File: config.mk
export PLATFORM = sky130hd
export DESIGN_NAME = apb_periph_bridge_flat
export DESIGN_NICKNAME = d
export VERILOG_FILES = /design/src/rtl/apb_periph_bridge_if.sv /design/src/rtl/apb_periph_bridge.sv /design/src/flat_wrapper.sv
export SDC_FILE = /design/constraint.sdc
export NUM_CORES = 1
export LEC_CHECK = 0
export ABC_AREA = 0
export BUFFER_PORTS_ARGS = -buffer_cell sky130_fd_sc_hd__clkbuf_2
export CAP_MARGIN = 15
export CORE_MARGIN = 2
export CORE_UTILIZATION = 35
export CTS_BUF_LIST = sky130_fd_sc_hd__clkbuf_16
export CTS_CLUSTER_SIZE = 14
export DETAILED_ROUTE_END_ITERATION = 12
export PLACE_DENSITY = 0.65
export SLEW_MARGIN = 20
export SYNTH_ARGS = -nofsm -noshare
export SYNTH_HDL_FRONTEND = slang
export SYNTH_SLANG_ARGS = --single-unit
File: constraint.sdc
create_clock -name PCLK -period 2.16 [get_ports PCLK]
set_input_delay 0 -clock PCLK [delete_from_list [all_inputs] [get_ports PCLK]]
set_output_delay 0 -clock PCLK [all_outputs]
set_load 0.01 [all_outputs]
File: src/rtl/apb_periph_bridge_if.sv
//------------------------------------------------------------------------------
// apb_periph_bridge_if : APB3 completer-side bus bundle for apb_periph_bridge
// Revision: 1.0
//------------------------------------------------------------------------------
`default_nettype none

interface apb_periph_bridge_if;
  logic [31:0] PADDR;
  logic        PSEL;
  logic        PENABLE;
  logic        PWRITE;
  logic [31:0] PWDATA;
  logic        PREADY;
  logic [31:0] PRDATA;
  logic        PSLVERR;

  modport master (
    output PADDR, PSEL, PENABLE, PWRITE, PWDATA,
    input  PREADY, PRDATA, PSLVERR
  );

  modport slave (
    input  PADDR, PSEL, PENABLE, PWRITE, PWDATA,
    output PREADY, PRDATA, PSLVERR
  );
endinterface

`default_nettype wire

File: src/rtl/apb_periph_bridge.sv
//------------------------------------------------------------------------------
// apb_periph_bridge : APB3 to simple register-strobe bridge with error counting
// Revision: 1.0
//------------------------------------------------------------------------------
`default_nettype none

module apb_periph_bridge #(
  parameter int ADDR_W   = 6,
  parameter int DATA_W   = 16,
  parameter int RD_WAIT  = 1,
  parameter int NUM_REGS = 64
) (
  input  logic                 PCLK,
  input  logic                 PRESETn,
  apb_periph_bridge_if.slave   apb,
  output logic [ADDR_W-1:0]    p_address,
  output logic [DATA_W-1:0]    p_data,
  output logic                 p_wr,
  output logic                 p_rd,
  input  logic [DATA_W-1:0]    p_data_back,
  output logic [7:0]           err_cnt
);

  typedef enum logic [2:0] {
    S_IDLE    = 3'd0,
    S_WR_ACC  = 3'd1,
    S_RD_WAIT = 3'd2,
    S_RD_DONE = 3'd3,
    S_ERR_ACC = 3'd4
  } state_t;

  localparam logic [3:0] C_RD_WAIT = 4'(RD_WAIT);

  state_t              state_q, state_d;
  logic [3:0]          cnt_q, cnt_d;
  logic [31:0]         prdata_q, prdata_d;
  logic                pready_q, pready_d;
  logic                pslverr_q, pslverr_d;
  logic [ADDR_W-1:0]   p_address_q, p_address_d;
  logic [DATA_W-1:0]   p_data_q, p_data_d;
  logic                p_wr_q, p_wr_d;
  logic                p_rd_q, p_rd_d;
  logic [7:0]          err_cnt_q, err_cnt_d;

  logic w_setup;
  logic w_access;
  logic w_illegal;

  assign w_setup   = apb.PSEL && !apb.PENABLE;
  assign w_access  = apb.PSEL && apb.PENABLE;
  // Upper address bits must be clear and the index must hit a decoded register
  assign w_illegal = ((apb.PADDR >> ADDR_W) != 32'd0) ||
                     (32'(apb.PADDR[ADDR_W-1:0]) >= 32'(NUM_REGS));

  always_comb begin
    state_d     = state_q;
    cnt_d       = cnt_q;
    prdata_d    = prdata_q;
    pready_d    = pready_q;
    pslverr_d   = pslverr_q;
    p_address_d = p_address_q;
    p_data_d    = p_data_q;
    p_wr_d      = 1'b0;
    p_rd_d      = 1'b0;
    err_cnt_d   = err_cnt_q;

    case (state_q)
      S_IDLE: begin
        if (w_setup) begin
          p_address_d = apb.PADDR[ADDR_W-1:0];
          if (w_illegal) begin
            pready_d  = 1'b1;
            pslverr_d = 1'b1;
            state_d   = S_ERR_ACC;
            if (err_cnt_q != 8'hFF) err_cnt_d = err_cnt_q + 8'd1;
            if (!apb.PWRITE) prdata_d = 32'd0;
          end else if (apb.PWRITE) begin
            p_data_d = apb.PWDATA[DATA_W-1:0];
            p_wr_d   = 1'b1;
            pready_d = 1'b1;
            state_d  = S_WR_ACC;
          end else begin
            p_rd_d  = 1'b1;
            cnt_d   = C_RD_WAIT;
            state_d = S_RD_WAIT;
          end
        end
      end

      S_RD_WAIT: begin
        if (!apb.PSEL) begin
          state_d   = S_IDLE;
          pready_d  = 1'b0;
          pslverr_d = 1'b0;
        end else if (w_access) begin
          cnt_d = cnt_q - 4'd1;
          if (cnt_q == 4'd1) begin
            prdata_d = 32'(p_data_back);
            pready_d = 1'b1;
            state_d  = S_RD_DONE;
          end
        end
      end

      default: begin
        // WR_ACC, RD_DONE and ERR_ACC all wait only for completion or abort
        if (!apb.PSEL || (w_access && pready_q)) begin
          state_d   = S_IDLE;
          pready_d  = 1'b0;
          pslverr_d = 1'b0;
        end
      end
    endcase
  end

  always_ff @(posedge PCLK or negedge PRESETn) begin
    if (!PRESETn) begin
      state_q     <= S_IDLE;
      cnt_q       <= 4'd0;
      prdata_q    <= 32'd0;
      pready_q    <= 1'b0;
      pslverr_q   <= 1'b0;
      p_address_q <= '0;
      p_data_q    <= '0;
      p_wr_q      <= 1'b0;
      p_rd_q      <= 1'b0;
      err_cnt_q   <= 8'd0;
    end else begin
      state_q     <= state_d;
      cnt_q       <= cnt_d;
      prdata_q    <= prdata_d;
      pready_q    <= pready_d;
      pslverr_q   <= pslverr_d;
      p_address_q <= p_address_d;
      p_data_q    <= p_data_d;
      p_wr_q      <= p_wr_d;
      p_rd_q      <= p_rd_d;
      err_cnt_q   <= err_cnt_d;
    end
  end

  assign apb.PREADY  = pready_q;
  assign apb.PRDATA  = prdata_q;
  assign apb.PSLVERR = pslverr_q;
  assign p_address   = p_address_q;
  assign p_data      = p_data_q;
  assign p_wr        = p_wr_q;
  assign p_rd        = p_rd_q;
  assign err_cnt     = err_cnt_q;

endmodule

`default_nettype wire

File: src/flat_wrapper.sv
// flat-port wrapper written by rule: the top's interface ports become plain ports
module apb_periph_bridge_flat 
#(
  parameter int ADDR_W   = 6,
  parameter int DATA_W   = 16,
  parameter int RD_WAIT  = 1,
  parameter int NUM_REGS = 64
)
  (PCLK, PRESETn, p_address, p_data, p_wr, p_rd, p_data_back, err_cnt, apb_PADDR, apb_PSEL, apb_PENABLE, apb_PWRITE, apb_PWDATA, apb_PREADY, apb_PRDATA, apb_PSLVERR);
  apb_periph_bridge_if apb_i ();
  input  logic PCLK;
  input  logic PRESETn;
  output logic [ADDR_W-1:0] p_address;
  output logic [DATA_W-1:0] p_data;
  output logic p_wr;
  output logic p_rd;
  input  logic [DATA_W-1:0] p_data_back;
  output logic [7:0] err_cnt;
  input wire logic [$bits(apb_i.PADDR)-1:0] apb_PADDR;
  input wire logic [$bits(apb_i.PSEL)-1:0] apb_PSEL;
  input wire logic [$bits(apb_i.PENABLE)-1:0] apb_PENABLE;
  input wire logic [$bits(apb_i.PWRITE)-1:0] apb_PWRITE;
  input wire logic [$bits(apb_i.PWDATA)-1:0] apb_PWDATA;
  output wire logic [$bits(apb_i.PREADY)-1:0] apb_PREADY;
  output wire logic [$bits(apb_i.PRDATA)-1:0] apb_PRDATA;
  output wire logic [$bits(apb_i.PSLVERR)-1:0] apb_PSLVERR;
  assign apb_i.PADDR = apb_PADDR;
  assign apb_i.PSEL = apb_PSEL;
  assign apb_i.PENABLE = apb_PENABLE;
  assign apb_i.PWRITE = apb_PWRITE;
  assign apb_i.PWDATA = apb_PWDATA;
  assign apb_PREADY = apb_i.PREADY;
  assign apb_PRDATA = apb_i.PRDATA;
  assign apb_PSLVERR = apb_i.PSLVERR;
  apb_periph_bridge #(.ADDR_W(ADDR_W), .DATA_W(DATA_W), .RD_WAIT(RD_WAIT), .NUM_REGS(NUM_REGS)) u_core (.PCLK(PCLK), .PRESETn(PRESETn), .apb(apb_i), .p_address(p_address), .p_data(p_data), .p_wr(p_wr), .p_rd(p_rd), .p_data_back(p_data_back), .err_cnt(err_cnt));
endmodule
==> results.md, run 1 <==
* Status: completed
* Clk root buf: clkbuf_16
* Final net count at about 500
* All-Layer GR Usage at 0.165
* Largest cells by area after synthesis: dfrtp_1, mux2_4, a22o_1
* Warnings, synthesis at 0
* Largest net degree at the start of global routing at 40
* Worst path arrival time at 2.28 ns
* Setup TNS at 0 ns
* CP Cell Sequence: inv_1 > ha_1 > or3b_2 > a221oi_2 > o31ai_4 > a22o_1
* Worst Max-Slew Pin Slew at 0.932 ns
* Main synth FF type: dfrtp_1
* Core footprint at 7690 um^2
* Post-DP HPWL at 4840 um
* Area Overhead vs Synth at 51.6%
* DRT Wirelength at 7020 um
* Port bufs at between 100 and 150
* Final Setup Violations at 0
* Most common cell after layout, fill and taps aside: clkbuf_2
* Diodes inserted at 0
* Initial cell density of the core at 0.361
* TritonCTS clock tree: done
* R2R Path Start: u_core.cnt_q[1]
* Crit path kind: reg2reg
* RR Endpoint: u_core.apb.PRDATA[8]
* Routed Antenna Nets at 0
* Vias in the first global route at roughly 2500
* Total congestion overflow at 0
* CP bufs+invs at 1
* Logic pwr share at 0.215
* Wire per inst at around 14 um
* Seq/Total Area, Yosys at 0.514
* Post-route minimum period at approximately 2.1 ns
* # rows at 32
* Worst hold margin at roughly 0.2 ns
* Critical path's largest stage delay at approximately 0.51 ns
* Dpl ws at 0.0762 ns
* Crit path from: u_core.cnt_q[1]
* Max-slew headroom at 0.379
* Required @ worst endpoint at between 2 and 2.5 ns
* Fmax at approximately 480 MHz
* Critical-path maximum fanout at 16
* Cell count after synthesis at 227
* Period utilisation layout at 0.961
* Total number of vias at approximately 2400
* Setup crit end kind: register
* Hold Crit Depth at 4
* CP delay by family, top: compound AO/OA/AOI/OAI gates
* Total number of H-tree levels at 3
* Synthesized area at about 2800 um^2
* Crit path setup slack, layout at roughly 0.084 ns
* DIE AREA at around 8700 um^2
* Hold wc startpoint: apb_PSEL
* Distinct cells, synth at 55
* NetSw at roughly 0.001 W
* Max Slew Vio Count at 0
* Clk buf depth at 2
* Initial antenna violation count at 0
* Hold Path End: u_core.apb.PREADY
* Clk pwr share at 0.414
* Worst R2R Setup Slack at between 0.08 and 0.09 ns
* Leak Pwr at about 2.1 nW
* Area share of the largest cell type after synthesis at 0.514
* Post-synthesis register bit count at 57
* Die height at just over 90 um
* Share of layout cells above drive strength 1 at 0.438
* Internal at 0.00257 W
* DRC violations left at 0
* Clk_lat worst skew at 0.32 ns
* Inst Count DP at roughly 450
* Die X at ~93 um
* Worst hold path class: in2reg
* Average size of a mapped cell at between 10 and 15 um^2
* # IOs at ~150
* Worst VDD drop at 0.430 mV
* Post-synth ARST share at 1.00
* Depth of the most critical reg-to-reg path at 6
* Crit-path slowest cell: or3b_2
* Endpoints failing hold at 0
* RSZ-0062 raised after global routing: no
* Most frequent cells in the layout: clkbuf_2, dfrtp_1, dlygate4sd3_1, nand2_1
* Fin cells at 508
* Worst setup SP type: register
* Pwr/cell area at 849 nW/um^2
* Largest area contributor in the netlist: dfrtp_1
* Pre-antenna DRT Iters at 4
* Post-Route Skew at between 0.006 and 0.007 ns
* Vias per inst at about 4.7
* Final Util at 0.547
* Seq pwr share at 0.371
* Net Sw Frac at 0.280
* CTS Buf Count at 9
* Post-synth EDFFs at 0
* Clk sinks at 57
* Placer Congestion at ~0.84
* DRT iter0 DRCs at 73
* MaxCap Viol Count at 0
* Clk slew on worst S/H paths at ~0.050 ns
* First-pass GRT wire length at 11200 um
* Post CTS Setup Buffer Count at 0
[power by group through the flow]
stage,sequential (W),clock [W],combinational (W)
3_3_place_gp,0.00134,0,0.000692
5_1_grt,0.00134,0.00157,0.000842
3_5_place_dp,0.00134,0,0.000714
6_report,0.00132,0.00148,0.000766
2_1_floorplan,0.00137,0,0.000360
4_1_cts,0.00132,0.00152,0.000774
[how the worst max path moves through the flow]
| stage | end | slack, ns | depth (start not counted) |
|---|---|---|---|
| global route | u_core.apb.PRDATA[4] | 0.03 | 6 |
| floorplan | u_core.apb.PRDATA[10] | 0.21 | 7 |
| detailed placement | u_core.apb.PRDATA[8] | 0.08 | 6 |
| CTS | u_core.apb.PRDATA[3] | 0.08 | 6 |
| global placement | u_core.apb.PRDATA[12] | 0.03 | 3 |
| finish | u_core.apb.PRDATA[8] | 0.08 | 6 |
[Yosys cell counts, types with 2 or more instances]
cell type   n
dfrtp_1    57
nand2_1    23
buf_4      18
a22o_1     16
mux2_4     10
mux2_2      8
xnor2_1     7
a21oi_1     5
inv_1       5
nor2_1      5
o211ai_1    5
o21ai_0     4
and3_1      3
clkbuf_1    3
ha_1        3
nand2b_1    3
nor3_1      3
nor4_1      3
nor4_2      3
a41oi_1     2
and4_1      2
nand3_1     2
o2111ai_1   2
o21a_1      2
o22ai_1     2
o41ai_1     2
[logic make-up after synthesis]
family,after synthesis,share of synthesized area
xor+xnor,7,0.0221
other cells,1,0.00135
simple gates,62,0.140
buf+inv,28,0.0690
mux,19,0.0902
fa+ha+maj,3,0.0135
compound gates,50,0.149
flops,57,0.514
[layout make-up]
class / count / area (um^2)
fill: 701 / 3480
sequential: 57 / 1430
multi-input combinational: 157 / 1220
timing repair buffer: 171 / 1100
clock buffer: 9 / 225
tap: 102 / 128
clock inverter: 7 / 85.1
inverter: 5 / 18.8
[registers in the layout, indices dropped and copies added (netlist names)]
name,count
u_core.apb.PRDATA,16
u_core.p_data,16
u_core.err_cnt,8
u_core.p_address,6
u_core.cnt_q,4
u_core.state_q,3
u_core.apb.PREADY,1
u_core.apb.PSLVERR,1
u_core.p_rd,1
u_core.p_wr,1
[tightest hold or removal path, cell delays in order]
cell,delay [ns]
clkbuf_2,0.13
nand2_1,0.07
a31o_2,0.13
o311ai_0,0.13
[what timing repair did]
action,CTS,global route
hold endpoints to repair,76,0
hold buffers,40,0
resized for setup,0,0
[metal layers]
metal  wire length [um]  vias up  global-route usage
met3                392        8              0.0435
li1                   -     1156                   -
met1               2920     1137               0.194
met2               3620       81               0.288
met5                  0        -                   0
met4                 74        0              0.0613
[stage by stage]
stage | total power [W] | cell area, um^2
floorplan | 0.00173 | 2830
CTS | 0.00361 | 4210
global route | 0.00375 | 4210
global placement | 0.00203 | 3490
finish | 0.00357 | 4210
detailed placement | 0.00205 | 3490
Note: power is estimated with default switching activity, not from simulation.
==> run 2: changes to the inputs <==
- PLACE_DENSITY: 0.65 -> 0.68
- clock period: 2.16 -> 1.7 ns (I/O delays scaled with it)
==> run 2 against run 1 <==
- the flow now finishes with violations (setup timing)
- critical path depth grew 1
- first-iteration DRC count fell by 16%
- wire length increased by 18%
- global-route usage up 2.9 points
- maximum frequency grew 7.3%
- sequential power increased by 25%
- critical path type unchanged
- highest routed layer unchanged
==> results.md, run 2 (synthesis results as in run 1) <==
* Status: finished, violations left
* Failing checks: setup timing
* Area taken by flip-flops and latches at 1430 um^2 (+0.18%)
* All-Layer GR Usage at 0.193 (+0.0287)
* RSZ-0062 raised after global routing: yes
* NetSw at 0.00141 W (+41%)
* Clk root buf: clkbuf_16
* Worst R2R Setup Slack at -0.23 ns (-0.32 ns)
* Period utilisation layout at 1.14 (+0.177)
* Wire per inst at 15.4 um (+12%)
* First-pass GRT wire length at 13100 um (+18%)
* DRC violations left at 0 (unchanged)
* Total number of vias at 2578 (+8.2%)
* Total number of H-tree levels at 3 (unchanged)
* Hold wc startpoint: apb_PWRITE
* Finished Cell Area at 4670 um^2 (+11%)
* Worst setup SP type: register
* Final Setup Violations at 33 (+33)
* Max-slew headroom at 0.609 (+0.231)
* DRT iter0 DRCs at 61 (-16%)
* Max Slew Vio Count at 0 (unchanged)
* Post-DP HPWL at 5330 um (+10%)
* Clk pwr share at 0.386 (-0.028)
* Pwr/cell area at 1040 nW/um^2 (+23%)
* Crit path kind: reg2reg
* Die X at 93.0 um (unchanged)
* Hold Path End: u_core.apb.PREADY
* Endpoints failing hold at 0 (unchanged)
* Depth of the most critical reg-to-reg path at 7 (+1)
* Worst Max-Slew Pin Slew at 0.586 ns (-0.346 ns)
* Crit path setup slack, layout at -0.235 ns (-0.319 ns)
* Fillers at 639 (-8.8%)
* Most common cell after layout, fill and taps aside: clkbuf_2
* Fmax at 517 MHz (+7.3%)
* Share of layout cells above drive strength 1 at 0.508 (+0.0696)
* Worst path arrival time at 2.14 ns (-0.14 ns)
* DRT Wirelength at 8280 um (+18%)
* Critical-path maximum fanout at 8 (-8)
* Routed Antenna Nets at 0 (unchanged)
* Port bufs at 118 (unchanged)
* Clk slew on worst S/H paths at 0.05 ns (about the same)
* Clk sinks at 57 (unchanged)
* Most frequent cells in the layout: clkbuf_2, dfrtp_1, dlygate4sd3_1, buf_4, nand2_1
* Clk_lat worst skew at 0.32 ns (about the same)
* Setup crit end kind: register
* Post-route minimum period at 1.93 ns (-0.141 ns)
* # IOs at 151 (unchanged)
* Initial cell density of the core at 0.361 (unchanged)
* Total congestion overflow at 0 (unchanged)
* Diodes inserted at 0 (unchanged)
* Post-Route Skew at 0.00596 ns (-0.000203 ns)
* Seq pwr share at 0.340 (-0.031)
* Final net count at 518 (+5.9%)
* Worst hold margin at 0.0286 ns (-0.174 ns)
* Initial antenna violation count at 0 (unchanged)
* Pre-antenna DRT Iters at 4 (unchanged)
* # rows at 32 (unchanged)
* Internal at 0.00344 W (+34%)
* MaxCap Viol Count at 0 (unchanged)
* RR Endpoint: u_core.apb.PRDATA[15]
* Vias per inst at 4.80 (+2.4%)
* Worst hold path class: in2reg
* Placer Congestion at 0.855 (+1.5%)
* Logic pwr share at 0.273 (+0.058)
* Core footprint at 7690 um^2 (unchanged)
* Worst VDD drop at 0.619 mV (+44%)
* Die height at 93.0 um (unchanged)
* TritonCTS clock tree: done
* Clk buf depth at 2 (unchanged)
* DIE AREA at 8650 um^2 (unchanged)
* Area of the multi-input gates at 1410 um^2 (+15%)
* Vias in the first global route at 2772 (+13%)
* Power, Total at 0.00485 W (+36%)
* Net Sw Frac at 0.290 (+0.0105)
* Cell Area, Placed at 3720 um^2 (+6.4%)
* Leak Pwr at 2.34 nW (+9.2%)
* Largest net degree at the start of global routing at 25 (-38%)
* R2R Path Start: u_core.cnt_q[1]
* Required @ worst endpoint at 1.90 ns (-0.47 ns)
* Hold Crit Depth at 2 (-2)
* CTS Buf Count at 9 (unchanged)
* Area Overhead vs Synth at 68.2%
run 2: area by class of cell:
class | count | share of cell area
clock buffer | 9 | 0.0483
clock inverter | 7 | 0.0188
timing repair buffer | 199 | 0.294
tap | 102 | 0.0273
sequential | 57 | 0.306
multi-input combinational | 158 | 0.302
inverter | 5 | 0.00402
run 2: worst max-delay path by stage:
stage / from / end / slack [ns]
after global placement: u_core.cnt_q[1] / u_core.apb.PRDATA[14] / -0.14
after detailed placement: u_core.cnt_q[1] / u_core.apb.PRDATA[0] / -0.24
after global routing: u_core.cnt_q[1] / u_core.apb.PRDATA[15] / -0.31
final: u_core.cnt_q[1] / u_core.apb.PRDATA[15] / -0.23
after CTS: u_core.cnt_q[1] / u_core.apb.PRDATA[0] / -0.19
after floorplan: u_core.state_q[1] / u_core.p_data[10] / -0.24
run 2: worst max-delay path, cell delays in order (launching register included):
cell      delay (ns)
dfrtp_1         0.39
inv_2           0.08
ha_4            0.12
or3b_4          0.41
a221oi_4        0.32
buf_4           0.16
o31ai_4         0.12
a22o_1          0.21
run 2: per-stage QoR:
stage                     instances   util  setup TNS [ns]  setup WS [ns]
after floorplan                 242      -           -4.96         -0.238
after global placement          473  0.484           -2.74         -0.135
after detailed placement        473  0.484           -4.72         -0.238
after CTS                       537  0.598           -3.97         -0.193
after global routing            537  0.607           -6.73         -0.308
final                           537  0.607           -4.20         -0.235
run 2: power groups by stage:
stage	Sequential, W	Combinational (W)	Clock (W)
after CTS	0.00165	0.00127	0.00191
after floorplan	0.00175	0.000474	0
after global placement	0.00166	0.00108	0
after detailed placement	0.00167	0.00111	0
final	0.00165	0.00133	0.00187
after global routing	0.00167	0.00144	0.00198
run 2: repair_timing:
action	4_1_cts	5_1_grt
pin swaps	16	13
gates resized for setup	12	15
setup buffers	6	0
hold buffers	40	0
gates cloned	2	0
setup endpoints to repair	38	45
hold endpoints to repair	60	0
run 2: routing by layer:
| layer | track usage | wire, um | up-vias |
|---|---|---|---|
| met5 | 0 | 0 | - |
| met4 | 0.0490 | 54 | 0 |
| met3 | 0.0580 | 369 | 6 |
| met2 | 0.342 | 4360 | 81 |
| met1 | 0.230 | 3500 | 1275 |
| li1 | - | - | 1216 |
